--- src/rtl/key_set_pkg.sv ---
// Shared types and field limits for the time/alarm setting controller.
package key_set_pkg;

  localparam int unsigned HOUR_W   = 5;
  localparam int unsigned MIN_W    = 6;
  localparam int unsigned HOUR_MAX = 23;
  localparam int unsigned MIN_MAX  = 59;

  typedef enum logic [2:0] {
    StIdle  = 3'd0,
    StTHour = 3'd1,
    StTMin  = 3'd2,
    StAHour = 3'd3,
    StAMin  = 3'd4
  } state_e;

  function automatic logic is_edit(state_e s);
    return (s == StTHour) || (s == StTMin) || (s == StAHour) || (s == StAMin);
  endfunction

endpackage

--- src/rtl/wrap_updown.sv ---
// Registered up/down counter over 0..MAX with wrap-around and synchronous load.
module wrap_updown #(
  parameter int unsigned MAX   = 23,
  parameter int unsigned WIDTH = 5
) (
  input  logic             clk_i,
  input  logic             rst_ni,
  input  logic             load_i,
  input  logic [WIDTH-1:0] load_val_i,
  input  logic             up_i,
  input  logic             down_i,
  output logic [WIDTH-1:0] cnt_o
);

  localparam logic [WIDTH-1:0] Max = WIDTH'(MAX);

  logic [WIDTH-1:0] cnt_d, cnt_q;

  // Load beats up, up beats down.
  always_comb begin
    cnt_d = cnt_q;
    if (load_i) begin
      cnt_d = load_val_i;
    end else if (up_i) begin
      cnt_d = (cnt_q >= Max) ? '0 : cnt_q + 1'b1;
    end else if (down_i) begin
      cnt_d = (cnt_q == '0) ? Max : cnt_q - 1'b1;
    end
  end

  always_ff @(posedge clk_i) begin
    if (!rst_ni) begin
      cnt_q <= '0;
    end else begin
      cnt_q <= cnt_d;
    end
  end

  assign cnt_o = cnt_q;

endmodule

--- src/rtl/key_set_ctrl.sv ---
// Time/alarm setting state machine driven by debounced mode/up/down key pulses.
module key_set_ctrl
  import key_set_pkg::*;
#(
  parameter int unsigned TIMEOUT_CYC = 500_000_000,
  parameter int unsigned BLINK_CYC   = 12_500_000
) (
  input  logic              clk_i,
  input  logic              rst_ni,
  input  logic              key_mode_i,
  input  logic              key_up_i,
  input  logic              key_down_i,
  input  logic [HOUR_W-1:0] cur_hour_i,
  input  logic [MIN_W-1:0]  cur_min_i,
  output logic [2:0]        edit_sel_o,
  output logic [HOUR_W-1:0] edit_hour_o,
  output logic [MIN_W-1:0]  edit_min_o,
  output logic              blink_o,
  output logic              time_load_o,
  output logic [HOUR_W-1:0] alarm_hour_o,
  output logic [MIN_W-1:0]  alarm_min_o,
  output logic              alarm_en_o
);

  localparam int unsigned     TmoW    = $clog2(TIMEOUT_CYC);
  localparam int unsigned     BlkW    = $clog2(BLINK_CYC);
  localparam logic [TmoW-1:0] TmoLast = TmoW'(TIMEOUT_CYC - 1);
  localparam logic [BlkW-1:0] BlkLast = BlkW'(BLINK_CYC - 1);

  state_e            state_d, state_q;
  logic              time_load_d, time_load_q;
  logic [HOUR_W-1:0] alarm_hour_d, alarm_hour_q;
  logic [MIN_W-1:0]  alarm_min_d, alarm_min_q;
  logic              alarm_en_d, alarm_en_q;
  logic              blink_d, blink_q;
  logic [TmoW-1:0]   tmo_d, tmo_q, tmo_inc;
  logic [BlkW-1:0]   blk_d, blk_q;

  logic              up_p, dn_p, any_key;
  logic              fld_load;
  logic              hr_up, hr_dn, min_up, min_dn;
  logic [HOUR_W-1:0] hr_load_val, edit_hour;
  logic [MIN_W-1:0]  min_load_val, edit_min;

  assign up_p    = key_up_i & ~key_mode_i;
  assign dn_p    = key_down_i & ~key_mode_i & ~key_up_i;
  assign any_key = key_mode_i | key_up_i | key_down_i;
  assign tmo_inc = tmo_q + 1'b1;

  // Alarm reload is deferred one cycle so the committed time is still visible with time_load.
  assign hr_load_val  = time_load_q ? alarm_hour_q : cur_hour_i;
  assign min_load_val = time_load_q ? alarm_min_q : cur_min_i;

  always_comb begin
    state_d      = state_q;
    time_load_d  = 1'b0;
    alarm_hour_d = alarm_hour_q;
    alarm_min_d  = alarm_min_q;
    alarm_en_d   = alarm_en_q;
    fld_load     = time_load_q;
    hr_up        = 1'b0;
    hr_dn        = 1'b0;
    min_up       = 1'b0;
    min_dn       = 1'b0;

    case (state_q)
      StIdle: begin
        if (key_mode_i) begin
          state_d  = StTHour;
          fld_load = 1'b1;
        end else if (up_p || dn_p) begin
          alarm_en_d = ~alarm_en_q;
        end
      end
      StTHour, StAHour: begin
        if (key_mode_i) begin
          state_d = (state_q == StTHour) ? StTMin : StAMin;
        end else begin
          hr_up = up_p;
          hr_dn = dn_p;
        end
      end
      StTMin: begin
        if (key_mode_i) begin
          time_load_d = 1'b1;
          state_d     = StAHour;
        end else begin
          min_up = up_p;
          min_dn = dn_p;
        end
      end
      StAMin: begin
        if (key_mode_i) begin
          alarm_hour_d = edit_hour;
          alarm_min_d  = edit_min;
          alarm_en_d   = 1'b1;
          state_d      = StIdle;
        end else begin
          min_up = up_p;
          min_dn = dn_p;
        end
      end
      default: state_d = StIdle;
    endcase

    // Abort on the cycle the idle count would reach TIMEOUT_CYC-1; a key always wins.
    tmo_d = '0;
    if (is_edit(state_q) && !any_key) begin
      if (tmo_inc == TmoLast) begin
        state_d = StIdle;
      end else begin
        tmo_d = tmo_inc;
      end
    end

    blk_d   = '0;
    blink_d = 1'b0;
    if (is_edit(state_d)) begin
      if (any_key) begin
        blink_d = 1'b1;
      end else if (blk_q == BlkLast) begin
        blink_d = ~blink_q;
      end else begin
        blk_d   = blk_q + 1'b1;
        blink_d = blink_q;
      end
    end
  end

  always_ff @(posedge clk_i) begin
    if (!rst_ni) begin
      state_q      <= StIdle;
      time_load_q  <= 1'b0;
      alarm_hour_q <= '0;
      alarm_min_q  <= '0;
      alarm_en_q   <= 1'b0;
      blink_q      <= 1'b0;
      tmo_q        <= '0;
      blk_q        <= '0;
    end else begin
      state_q      <= state_d;
      time_load_q  <= time_load_d;
      alarm_hour_q <= alarm_hour_d;
      alarm_min_q  <= alarm_min_d;
      alarm_en_q   <= alarm_en_d;
      blink_q      <= blink_d;
      tmo_q        <= tmo_d;
      blk_q        <= blk_d;
    end
  end

  wrap_updown #(
    .MAX  (HOUR_MAX),
    .WIDTH(HOUR_W)
  ) u_hour (
    .clk_i     (clk_i),
    .rst_ni    (rst_ni),
    .load_i    (fld_load),
    .load_val_i(hr_load_val),
    .up_i      (hr_up),
    .down_i    (hr_dn),
    .cnt_o     (edit_hour)
  );

  wrap_updown #(
    .MAX  (MIN_MAX),
    .WIDTH(MIN_W)
  ) u_min (
    .clk_i     (clk_i),
    .rst_ni    (rst_ni),
    .load_i    (fld_load),
    .load_val_i(min_load_val),
    .up_i      (min_up),
    .down_i    (min_dn),
    .cnt_o     (edit_min)
  );

  assign edit_sel_o   = state_q;
  assign edit_hour_o  = edit_hour;
  assign edit_min_o   = edit_min;
  assign blink_o      = blink_q;
  assign time_load_o  = time_load_q;
  assign alarm_hour_o = alarm_hour_q;
  assign alarm_min_o  = alarm_min_q;
  assign alarm_en_o   = alarm_en_q;

endmodule

--- config.mk ---
export PLATFORM = sky130hd
export DESIGN_NAME = key_set_ctrl
export DESIGN_NICKNAME = d
export VERILOG_FILES = /design/src/rtl/key_set_pkg.sv /design/src/rtl/wrap_updown.sv /design/src/rtl/key_set_ctrl.sv
export SDC_FILE = /design/constraint.sdc
export NUM_CORES = 1
export LEC_CHECK = 0
export ABC_AREA = 1
export ABC_CLOCK_PERIOD_IN_PS = 3200
export BUFFER_PORTS_ARGS = -buffer_cell sky130_fd_sc_hd__buf_4
export CORE_MARGIN = 8
export CORE_UTILIZATION = 34
export CTS_BUF_LIST = sky130_fd_sc_hd__clkbuf_4
export DETAILED_ROUTE_END_ITERATION = 8
export PLACE_DENSITY = 0.5
export REMOVE_ABC_BUFFERS = 1
export SYNTH_ARGS = -nofsm -noshare
export SYNTH_HDL_FRONTEND = slang
export SYNTH_SLANG_ARGS = --single-unit
--- constraint.sdc ---
create_clock -name clk_i -period 3.2 [get_ports clk_i]
set_input_delay 0.32 -clock clk_i [delete_from_list [all_inputs] [get_ports clk_i]]
set_output_delay 0.32 -clock clk_i [all_outputs]
set_load 0.1 [all_outputs]
==> Word level (Yosys, flattened, before mapping) <==
Index checks and enable logic that the tools add are counted.
{ "totals": {"regBits": 81, "in_bits": 16, "output_inout_bits": 28, "elab_cells": 102} }
{ "op_classes": {"addsub": 6, "magnitude_cmp": 2, "n_eq_ne": 13, "mux": 35, "n_bitwise": 12, "n_reduce_logical": 24} }
{ "op_table": {"columns": ["op", "count"], "rows": [
  ["$mux 6", 6],
  ["$mux 5", 6],
  ["$add 29x1->29 const B", 1],
  ["$eq 29x29->1 const B", 1],
  ["$add 24x1->24 const B", 1],
  ["$eq 24x24->1 const B", 1],
  ["$mux 3", 7],
  ["$mux 1", 14],
  ["$eq 3x2->1 const B", 4],
  ["$pmux 3 s4", 1],
  ["$logic_or 1x1->1", 7],
  ["$not 1->1", 7],
  ["$add 6x1->6 const B", 1],
  ["$eq 3x1->1 const B", 2],
  ["$eq 3x3->1 const B", 2],
  ["$ge 6x6->1 const B", 1],
  ["$logic_not 6->1", 1],
  ["$ne 2x2->1 const B", 3],
  ["$reduce_and 2->1", 3],
  ["$reduce_bool 3->1", 2],
  ["$sub 6x1->6 const B", 1],
  ["$add 5x1->5 const B", 1],
  ["$ge 5x5->1 const B", 1],
  ["$logic_not 5->1", 1],
  ["12 further kinds", 17]
]} }

==> Depth between registers and ports, before layout <==
{ "logic_depth": {"word_depth": 12, "ltp_mapped": 18} }

==> Hierarchy <==
A second synthesis with hierarchy kept.
{ "hier_totals": {"cells_unflattened": 744, "area_unflattened_um2": 4869.7} }
{ "by_module_without_submodules": {"columns": ["module", "instances", "cells_per_inst", "area_each_um2"], "rows": [
  ["key_set_ctrl", 1, 561, 3718.6],
  ["wrap_updown (u_min)", 1, 100, 644.4],
  ["wrap_updown (u_hour)", 1, 83, 506.7]
]} }

==> Worst setup path after synthesis <==
Ideal clock, no wire load.
{ "synth_path": {"kind": "register -> register", "from": "reg state_q[1], in the netlist edit_sel_o[1]", "to": "reg u_min.cnt_q[4], in the netlist u_min.cnt_o[4]", "arrival_ps": 2411, "required_time_ps": 3062, "setup_slack_ps": 651, "path_stages_with_launch": 12, "n_path_buf": 0, "period_less_slack_ps": 2549, "cell_sequence": "dfxtp_1 > nor2_1 > inv_1 > nor2_1 > inv_1 > nor2_1 > nor2_2 > inv_1 > nor2_1 > o21ai_0 > a211oi_1 > a2111oi_0"} }
{ "synth_between": {"elab_chain_len": 5, "word_cells_on_any_way": 10, "classes_between": "2 x eq/ne; 5 x mux; 3 x reduce/logical"} }
{ "synth_lines": {"columns": ["element", "line", "source"], "rows": [
  ["from (decl)", "key_set_ctrl.sv:30", "state_e state_d, state_q;"],
  ["from (signal assigned)", "key_set_ctrl.sv:132", "state_q <= StIdle;"],
  ["from (signal assigned)", "key_set_ctrl.sv:141", "state_q <= state_d;"],
  ["$eq 3x2->1 or $eq 3x3->1 (tied branches)", "key_set_ctrl.sv:66", "case (state_q)"],
  ["$reduce_or 2->1 (no line)", null, null],
  ["$mux 1", null, null],
  ["$mux 6", "wrap_updown.sv:24", "end else if (up_i) begin"],
  ["$mux 6", "wrap_updown.sv:22", "if (load_i) begin"],
  ["to (signal assigned)", "wrap_updown.sv:35", "cnt_q <= cnt_d;"],
  ["to (decl)", "wrap_updown.sv:17", "logic [WIDTH-1:0] cnt_d, cnt_q;"]
]} }
Parallel ways exist; a longest one is shown, timed or not.
A chain may end at the register's enable or synchronous reset.

==> Worst setup path after layout <==
{ "layout_path": {"from": "reg tmo_q[0]", "to": "reg blk_q[0]"} }
{ "layout_between": {"elab_chain_len": 10, "word_cells_on_any_way": 13, "classes_between": "1 x add/sub; 5 x eq/ne; 2 x mux; 1 x bitwise; 4 x reduce/logical"} }
{ "layout_lines": {"columns": ["element", "line", "source"], "rows": [
  ["from (decl)", "key_set_ctrl.sv:36", "logic [TmoW-1:0] tmo_d, tmo_q, tmo_inc;"],
  ["from (signal assigned)", "key_set_ctrl.sv:147", "tmo_q <= tmo_d;"],
  ["$add 29x1->29 (*)", "key_set_ctrl.sv:48", "assign tmo_inc = tmo_q + 1'b1;"],
  ["$eq 29x29->1 (*)", "key_set_ctrl.sv:109", "if (tmo_inc == TmoLast) begin"],
  ["$mux 3 (*)", "key_set_ctrl.sv:109", null],
  ["$mux 3 (*)", "key_set_ctrl.sv:108", "if (is_edit(state_q) && !any_key) begin"],
  ["$eq 3x1->1 or $eq 3x2->1 (tied branches)", "key_set_pkg.sv:18", "return (s == StTHour) || (s == StTMin) || (s == StAHour) || (s == StAMin);"],
  ["$logic_or 1x1->1 (2 in a row)", "key_set_pkg.sv:18", null],
  ["$logic_or 1x1->1 (*)", "key_set_pkg.sv:18", null],
  ["$not 1->1 (no line) (*)", null, null],
  ["$reduce_or 4->1 (no line) (*)", null, null],
  ["to (signal assigned)", "key_set_ctrl.sv:148", "blk_q <= blk_d;"],
  ["to (decl)", "key_set_ctrl.sv:37", "logic [BlkW-1:0] blk_d, blk_q;"]
]} }
Every way passes the cells marked *; elsewhere a longest branch is shown, timed or not.

==> metrics.yaml <==
first_pass_grt_wire_length_um: 19540
synth_warnings: 0
synthesis.area_um2: 4544
route.detailed.vias_per_inst: 4.717
tritoncts.num_buffers: 9
worst_setup_path_end_kind: "flop"
cts_hold_buffers: 0
clkSlewWorstSetupHoldPaths_ns: 0.13
startpoint_type_of_the_worst_setup_path: "flop"
post-synth-top-area-fraction: 0.3568
worst_ep_arrival_time_ns: 2.82
report.power.total_w: 0.002031
final_hold_viol_count: 0
ys_ff_latch: 81
clkSinkCount: 81
outcome: "complete, no violations"
p_seq_frac: 0.525
gp_congestion: 0.8967
area_delta_synth_final_pct: 13.13
share_clk_of_total_power: 0.266
worst_min_delay_path_class: "input port to flop"
final-max-slew-violation-count: 0
hold_slack_ns: 0.1772
fin_ws_ns: 0.7200
max_slew.worst_pin.slew_ns: 0.5836
cts_htree_levels: 3
post-cts-setup-buffer-count: 0
timing.max_cap.violations: 0
clockBufferDepth: 2
crit_path_max_fanout: 24
fin_tns_setup_ns: 0
post_drt_wl_per_cell_um: 12.65
die_width_um: 131.6
dpl_worst_slack_ns: 0.6848
min_period_over_period: 0.7750
gr-total-overflow: 0
synthDistinctLibCells: 42
die_height_um: 131.6
required_ns: 3.54
drive_gt1_frac: 0.1367
boundaryPins: 44
num-nets-final: 736
min_period_ns: 2.480
coreArea_um2: 13140
dpl_cell_area_um2: 5029
grt_start_max_net_pins: 30
route.vias.total: 4217
grt_pass1_vias: 4109
drcViolationCount: 0
antenna_found_initial: 1
ys.flop_type: "dfxtp_1"
synthesized_instance_count: 669
final.setup_skew_ns: 0.01015
synth_area_per_cell_um2: 6.793
synth-seq-area-share: 0.3568
cts_repair_resize_count: 0
highest_attainable_clock_frequency_ghz: 0.4032
post_synthesis_cell_type_with_the_largest_combined_area: "dfxtp_1"
number_of_enable_type_register_cells_in_the_synthesized_netlist: 0
timing.setup.critical_path_class: "flop to flop"
track_usage: 0.1348
detail-route-antenna-nets: 0
power_switching_share: 0.3584
start_util: 0.3459
power.combinational.fraction: 0.210
die_area_um2: 17320
iteration_0_drc_count_of_the_detailed_router: 284
rsz0062_at_grt: "false"
powerDensity_nw_per_um2: 395.0
port_buffers: 43
hpwlAfterDp_um: 8557
setup_viol: 0
cts_tree: "yes"
synth.area.top_cells: "dfxtp_1, nand2_1, nor2_1"
count_of_standard_cell_rows: 42
max-vdd-ir-drop_mv: 0.1495
switching_power_w: 0.0007277
clock_latency_ns: 0.45
firstDrtPassIters: 4
design_area_um2: 5141
maxSlewHeadroom: 0.6104
postSynth.asyncResetShare: 0
clock-root-buffer: "clkbuf_4"
cellLeakagePower_nw: 1.903
intPower_w: 0.001303
routed_wirelength_um: 11310
## state kept, by name (all words and copies together) (netlist names)
| register | flops |
|---|---|
| alarm_min_o | 6 |
| edit_sel_o | 3 |
| alarm_en_o | 1 |
| u_hour.cnt_o | 5 |
| alarm_hour_o | 5 |
| tmo_q | 29 |
| time_load_o | 1 |
| blk_q | 24 |
| blink_o | 1 |
| u_min.cnt_o | 6 |
## cell usage after synthesis, types with 2 or more instances
cell,count
nand2_1,151
nor2_1,108
dfxtp_1,81
inv_1,81
o21ai_0,34
nand3_1,33
a21oi_1,31
xor2_1,28
nor2_2,22
xnor2_1,15
nand4_1,9
clkbuf_1,8
ha_1,8
nand2_2,6
nor3_1,6
a31oi_1,5
nor2_4,5
nor4_1,5
nand3b_1,4
a2111oi_0,2
and2_1,2
buf_2,2
nand3_2,2
o2111ai_1,2
o211ai_1,2
## final cells by class
type	count	area, µm²
Multi-Input combinational cell	492	2537
Tap cell	176	220.2
Timing Repair Buffer	45	337.8
Inverter	83	311.5
Sequential cell	81	1622
Clock buffer	10	75.07
Antenna cell	1	2.502
Fill cell	1448	7996
Clock inverter	6	35.03
## power groups by stage
stage / sequential (W) / clock [W] / combinational [W]
6_report: 0.00107 / 0.000539 / 0.000426
2_1_floorplan: 0.00124 / 0 / 0.000165
3_3_place_gp: 0.00109 / 0 / 0.000425
3_5_place_dp: 0.00109 / 0 / 0.000425
4_1_cts: 0.00107 / 0.000570 / 0.000427
5_1_grt: 0.00107 / 0.000609 / 0.000464
## final timing paths
kind | start | end | slack, ns | cells past startpoint
setup / recovery | tmo_q[0]$_SDFF_PP0_ | blk_q[0]$_SDFF_PP0_ | 0.72 | 16
hold / removal | key_mode_i | time_load_o$_SDFF_PN0_ | 0.18 | 3
setup reg to reg | tmo_q[0]$_SDFF_PP0_ | blk_q[0]$_SDFF_PP0_ | 0.72 | 16
hold reg to reg | blk_q[0]$_SDFF_PP0_ | blk_q[0]$_SDFF_PP0_ | 0.45 | 1
## per-layer routing
layer  GRT usage  share of wire
met5           0              0
met4     0.06318          0.022
met3     0.02553          0.034
met2      0.2140           0.45
met1      0.1730           0.49
## through the flow
step                  util  instances
floorplan                -        656
global placement    0.3828        877
detailed placement  0.3828        877
CTS                 0.3911        893
global route        0.3913        894
finish              0.3913        894
## critical path, cell delays in order (launching register included)
cell	delay [ns]
dfxtp_1	0.40
ha_1	0.22
nand3_2	0.11
inv_2	0.12
nand2_2	0.08
nor2_4	0.17
nand2_1	0.10
nor2_1	0.10
nand2_1	0.07
nand2_1	0.09
nand3_1	0.08
nor2_2	0.16
nand3_2	0.13
o21ai_2	0.09
nand2_2	0.09
nand3_4	0.29
nor2_1	0.07
## kinds of logic after synthesis
kind of cell             count (synthesis)  share of synthesized area
AO/OA/AOI/OAI                           85                     0.1052
buffers and inverters                   96                    0.08480
adder cells (fa/ha/maj)                  8                    0.02203
XOR/XNOR                                43                    0.08288
flip-flops                              81                     0.3568
AND/OR/NAND/NOR                        356                     0.3483
## placed cells by master, fill, tap and decap left out, types with 2 or more instances in the layout
cell	count
nor4_1	5
xnor2_1	15
xor2_1	28
nand2_1	151
a2111oi_0	2
clkinv_1	3
o211ai_1	2
nand2_2	6
nor2_4	5
nor2_2	22
a31oi_1	5
ha_1	8
nand3b_1	4
clkbuf_4	10
a21oi_1	31
o21ai_0	34
nand4_1	9
nand3_1	33
buf_4	45
dfxtp_1	81
inv_1	81
nor3_1	6
o2111ai_1	2
nand3_2	2
clkinvlp_4	3
nor2_1	108
and2_1	2
Note: power is estimated with default switching activity, not from simulation.
